## config.mk

```make
export PLATFORM = sky130hd
export DESIGN_NAME = uart_rx_fifo
export DESIGN_NICKNAME = d
export VERILOG_FILES = /design/src/rtl/uart_rx_fifo.sv
export SDC_FILE = /design/constraint.sdc
export NUM_CORES = 1
export LEC_CHECK = 0
export ABC_AREA = 1
export CAP_MARGIN = 0
export CELL_PAD_IN_SITES_DETAIL_PLACEMENT = 0
export CELL_PAD_IN_SITES_GLOBAL_PLACEMENT = 2
export CORE_ASPECT_RATIO = 0.8
export CORE_UTILIZATION = 30
export CTS_BUF_LIST = sky130_fd_sc_hd__clkbuf_16
export DETAILED_ROUTE_END_ITERATION = 10
export HOLD_SLACK_MARGIN = 0.08
export PLACE_DENSITY = 0.67
export SKIP_CTS_REPAIR_TIMING = 1
export SLEW_MARGIN = 20
export SYNTH_ARGS = -nofsm -noshare
export SYNTH_HDL_FRONTEND = slang
export SYNTH_SLANG_ARGS = --single-unit
```

## constraint.sdc

```tcl
create_clock -name clk -period 2.7 [get_ports clk]
set_input_delay 0.54 -clock clk [delete_from_list [all_inputs] [get_ports clk]]
set_output_delay 0.54 -clock clk [all_outputs]
set_load 0.03 [all_outputs]
```

## src/rtl/uart_rx_fifo.sv

```systemverilog
// Receive FIFO between the UART byte receiver and the 6502 bus.
// Exposes DATA/STATUS/CONTROL registers and a registered level IRQ while bytes are queued.
module uart_rx_fifo #(
    parameter int DEPTH = 8
) (
    input  logic       clk,
    input  logic       reset,
    input  logic [7:0] uart_byte,
    input  logic       uart_byte_ready,
    input  logic       cs,
    input  logic [1:0] reg_sel,
    input  logic       we,
    input  logic [7:0] wdata,
    output logic [7:0] rdata,
    output logic       irq
);
    localparam int PTR_W = $clog2(DEPTH);
    localparam int CNT_W = PTR_W + 1;
    localparam logic [CNT_W-1:0] FULL_CNT = CNT_W'(DEPTH);

    logic [7:0]       mem_q [DEPTH];
    logic [PTR_W-1:0] rd_ptr_q, rd_ptr_d;
    logic [PTR_W-1:0] wr_ptr_q, wr_ptr_d;
    logic [CNT_W-1:0] count_q, count_d;
    logic             overflow_q, overflow_d;
    logic             irq_en_q, irq_en_d;
    logic             irq_q, irq_d;

    logic       empty, full;
    logic       pop, push, flush, ovf_set, ovf_clr, ctrl_wr;
    logic [3:0] count4;

    assign empty  = (count_q == '0);
    assign full   = (count_q == FULL_CNT);
    assign count4 = 4'(count_q);

    assign ctrl_wr = cs & we & (reg_sel == 2'd2);
    assign flush   = ctrl_wr & wdata[1];
    assign pop     = cs & ~we & (reg_sel == 2'd0) & ~empty & ~flush;
    // A pop in the same cycle frees a slot, so a full FIFO can still accept the byte.
    assign push    = uart_byte_ready & (~full | pop) & ~flush;
    assign ovf_set = uart_byte_ready & full & ~pop & ~flush;
    assign ovf_clr = cs & we & (reg_sel == 2'd1) & wdata[7];

    always_comb begin
        rd_ptr_d   = rd_ptr_q;
        wr_ptr_d   = wr_ptr_q;
        count_d    = count_q;
        overflow_d = overflow_q;
        irq_en_d   = irq_en_q;

        if (flush) begin
            rd_ptr_d = wr_ptr_q;
            count_d  = '0;
        end else begin
            if (pop)
                rd_ptr_d = rd_ptr_q + 1'b1;
            if (push)
                wr_ptr_d = wr_ptr_q + 1'b1;
            if (push && !pop)
                count_d = count_q + 1'b1;
            else if (pop && !push)
                count_d = count_q - 1'b1;
        end

        if (ovf_clr)
            overflow_d = 1'b0;
        if (ovf_set)
            overflow_d = 1'b1;
        if (ctrl_wr)
            irq_en_d = wdata[0];

        irq_d = irq_en_d & (count_d != '0);
    end

    always_ff @(posedge clk) begin
        if (reset) begin
            rd_ptr_q   <= '0;
            wr_ptr_q   <= '0;
            count_q    <= '0;
            overflow_q <= 1'b0;
            irq_en_q   <= 1'b1;
            irq_q      <= 1'b0;
        end else begin
            rd_ptr_q   <= rd_ptr_d;
            wr_ptr_q   <= wr_ptr_d;
            count_q    <= count_d;
            overflow_q <= overflow_d;
            irq_en_q   <= irq_en_d;
            irq_q      <= irq_d;
        end
    end

    // Storage is not reset; the pointers and count define what is valid.
    always_ff @(posedge clk) begin
        if (push && !reset)
            mem_q[wr_ptr_q] <= uart_byte;
    end

    always_comb begin
        rdata = 8'h00;
        if (cs) begin
            case (reg_sel)
                2'd0:    rdata = empty ? 8'h00 : mem_q[rd_ptr_q];
                2'd1:    rdata = {overflow_q, irq_q, full, empty, count4};
                2'd2:    rdata = {7'b0, irq_en_q};
                default: rdata = 8'h00;
            endcase
        end
    end

    assign irq = irq_q;
endmodule

```

* Word-level counts from Yosys, hierarchy flattened
Memory sizes are Yosys's and may differ from the RTL's. A register that Yosys moved wholly into a read port is not among the register bits.
Cells that the tools add are included.
W data, S select, Z words.
** Cells by class
- Multiplexer cells :: 15
- Add/subtract/negate cells :: 4
- Reductions and logical operators :: 12
- Bitwise operators :: 21
- Eq/ne operators :: 3
** Operators with widths (number)
- $pmux W8 S3 :: 1
- $mux W8 :: 2
- $and A1 B1 Y1 :: 15
- $mux W3 :: 4
- $mux W4 :: 3
- $add A3 B1 Y3 const B :: 2
- $mux W1 :: 5
- $not A1 Y1 :: 5
- $add A4 B1 Y4 const B :: 1
- $eq A4 B4 Y1 const B :: 1
- $logic_not A4 Y1 :: 1
- $reduce_bool A2 Y1 :: 2
- $reduce_bool A4 Y1 :: 1
- $sub A4 B1 Y4 const B :: 1
- $logic_and A1 B1 Y1 :: 3
- $logic_not A1 Y1 :: 3
- $eq A2 B1 Y1 const B :: 1
- $eq A2 B2 Y1 const B :: 1
- $logic_not A2 Y1 :: 1
- $reduce_and A2 Y1 :: 1
- $or A1 B1 Y1 :: 1
** Storage, ports and cells
- Output and inout bits :: 9
- Logic and storage cells :: 62
- Bits in writable memories :: 64
- Flip-flop bits (word level) :: 13
- Memories :: 1
- Input port bits :: 23
** Memories
- mem_q :: depth 8, width 8, rd ports 1, clocked after Yosys merged registers in 1, wr ports 1, RTL line 21 : logic [7:0] mem_q [DEPTH];

* Logic depth before layout (Yosys ltp)
- Word-level depth :: 15
- Gate-level depth with buffers :: 12
- Gate-level depth less buffers :: 12

* Worst setup path before layout
Ideal clock, no wire load.
- Kind :: flip-flop to output port
- Start :: register count_q[0] (netlist: count4[0])
- End :: output rdata[1]
- Path buffers :: 0
- Required time :: 2.160 ns
- Arrival time :: 1.835 ns
- Path slack :: 0.325 ns
- Cell stages (with the launch flop) :: 8
- Path through :: dfxtp_1 > inv_1 > ha_1 > nand2_1 > nor2_2 > nor2_1 > o211ai_1 > a21oi_1
** On the way
- Cells in the longest elaborated chain, start to end :: 4
** Ends and longest elaborated chain
- start, declared :: RTL line 24 : logic [CNT_W-1:0] count_q, count_d;
- start signal, assigned :: RTL line 87 : count_q <= count_d;
- $logic_not A4 Y1 :: RTL line 33 : assign empty = (count_q == '0);
- $mux W8 :: RTL line 104 : 2'd0: rdata = empty ? 8'h00 : mem_q[rd_ptr_q];
- $pmux W8 S3 :: RTL line 103 : case (reg_sel)
- $mux W8 :: RTL line 102 : if (cs) begin
- end, declared :: RTL line 14 : output logic [7:0] rdata,
No other way between the ends.

* Worst setup path after layout
- Start :: register count_q[0] (netlist: count4[0])
- End :: output rdata[4]
** On the way
- Cells in the longest elaborated chain, start to end :: 4
** Ends and longest elaborated chain (RTL line)
- $logic_not A4 Y1 * :: 33
- $mux W8 :: 104
- $pmux W8 S3 * :: 103
- $mux W8 * :: 102
Every way passes the cells marked *; elsewhere a longest branch is shown, timed or not.

==> metrics.txt <==
Least-Margin Pin Slew 410 ps; Vias 2,553; Critical Path Start Type flip-flop; Post-Place Cells 534; flops & latches, synth 80; cts bufs inserted 9; Root Buffer clkbuf_16; vias in the first global route 2,552; first-pass GRT wire length 13.9 mm; crit-path cells inv_1 > ha_1 > nand2_1 > nor2_2 > nor2_1 > buf_4 > o211ai_1 > a21oi_1 > buf_4; final worst-path cycle share 95.6%; final-stage net count 425; Die H 100 µm; H-tree Lvls 3; syn_nets 378; Final Hold Viols 0; # fillers 1,153; Congestion Overflow GR 0; post-route setup TNS 0 ps; die area 12,500 µm²; final WL 8.65 mm; post-synthesis sequential area ratio 62.1%; status finished clean; Setup Viol. Count Final 0; Core ar. 11,600 µm²; total power 2.76 mW; PnR worst setup slack 119 ps; Fmax 387 MHz; worst hold slack 491 ps; dominant cell type by count on the critical path buf_4; Synth cell types 30; Crit Path Category reg2out; DRT Pass-1 Iters 5; reg2reg start count4[1]$_SDFF_PP0_; CP arrival 2040 ps; Clock Path Buffers 2; most common cell after layout, fill and taps aside nor2_1; syn_area_per_cell 10.3 µm²; Max FO, Critical Path 8; Worst path top cell family by delay buffers and inverters; PortBufs 26; Max Used Layer met4; Clock Skews 6.40 ps; Gate Count Post-Synth 350; n_diodes 0; pre-CTS setup slack 94.1 ps; crit end category output port; Reg clk slew, reported paths 60 ps; Worst Setup SP count4[0]$_SDFF_PP0_; Antenna Violating Nets Remaining 0; CTS Sinks 80; Max stage delay cell, worst path dfxtp_1; total track usage 15.2%; Tmin final 2580 ps; largest net degree at the start of global routing 33; ratio of cells with drive above 1 in the final layout 16.7%; Non-Filler Instances 549; DRT iter0 DRCs 107; DP HPWL 6.05 mm; RSZ-0062 raised after global routing yes; Initial Util 31.1%; leak pwr 1.60 nW; TritonCTS clock tree done; MaxCap Viol Count 0; Critical Path Max Stage Delay 300 ps; Critical path buffers and inverters 3; most frequent cells in the layout nor2_1, edfxtp_1, nand2_1, o21ai_0, buf_4; Area Overhead vs Synth 21.8%; yosys warns 0; I/O pins 32; RD Place Congestion 0.800; die width 125 µm; Req. time, crit path 2160 ps; antenna violations before repair 0; Worst VDD drop 0.301 mV; DRC 0; vias per cell 4.65; fin. max-slew vios 0; Routed WL per cell 15.8 µm; met3 WL 282 µm; DR WL met2 3.84 mm; met1 wire length 4.45 mm; Worst-Skew Late Latency 330 ps; Pwr Density 627 nW/µm²; Slew HR 72.6%; Netlist Area Pre-Place 3610 µm²; min-delay src overflow_q$_SDFFE_PP0P_; HP Class reg2reg; Row Count 35
-- final cells by class --
class                   instances  area [µm²]  area share, %
clock buffers                   9         225           5.12
clock inverters                 6        28.8          0.654
multi-input cells             236        1230           27.9
inverters                      23        88.8           2.02
well taps                     148         185           4.21
flip-flops and latches         80        2240           51.0
repair buffers                 47         398           9.05
-- registers in the layout, indices dropped and copies added (netlist names), named ones only --
name        count
overflow_q      1
irq_en_q        1
irq             1
count4          4
mem_q          64
rd_ptr_q        3
wr_ptr_q        3
-- cells by family after synthesis --
| logic type | synth area share (%) |
|---|---|
| fa+ha+maj | 1.73 |
| xor+xnor | 0.728 |
| flops | 62.1 |
| buf+inv | 3.98 |
| compound gates | 11.4 |
| simple gates | 20.1 |
-- where the power goes --
part / total [mW] / switching, mW / internal (mW) / leakage (nW)
logic: 0.326 / 0.206 / 0.120 / 0.766
registers: 1.39 / 0.0231 / 1.36 / 0.709
clock network: 1.04 / 0.439 / 0.603 / 0.127
total: 2.76 / 0.668 / 2.09 / 1.60
-- final timing paths --
path	end	slack, ps	cells after the start
min reg2reg	overflow_q$_SDFFE_PP0P_	490	2
max reg2reg	mem_q[3][6]$_DFFE_PP_	700	10
min	overflow_q$_SDFFE_PP0P_	490	2
max	rdata[4]	120	9
-- worst reg2reg max path: stages (launching register included) --
cell and delay (ps):
dfxtp_2 390, inv_1 90, ha_1 240, nand3_2 170
inv_1 110, nand2_2 100, nand2_4 80, nor2_4 110
nand2_2 90, nor2_1 100, buf_4 210
-- cell usage after synthesis, drive strengths merged --
library cell	instances	area [µm²]
a21oi	10	53.8
a31oi	2	12.5
buf	4	26.3
clkbuf	7	28.8
clkinv	1	3.75
dfxtp	16	320
edfxtp	64	1920
ha	5	62.6
inv	22	85.1
nand2	57	234
nand3	17	113
nand4	8	65.1
nor2	72	303
nor3	2	10.0
o211ai	18	135
o21ai	42	210
xnor2	2	17.5
xor2	1	8.76
-- stage by stage --
stage / area (µm²) / util (%)
final: 4400 / 37.9
after global routing: 4400 / 37.9
after CTS: 4390 / 37.9
after detailed placement: 4140 / 35.7
after global placement: 4140 / 35.7
after floorplan: 3610 / -
-- metal layers --
| metal | vias up | track usage (%) |
|---|---|---|
| li1 | 1317 | - |
| met1 | 1194 | 20.8 |
| met2 | 33 | 23.1 |
| met3 | 9 | 4.48 |
| met4 | 0 | 4.91 |
| met5 | - | 0 |
Note: power is estimated with default switching activity, not from simulation.
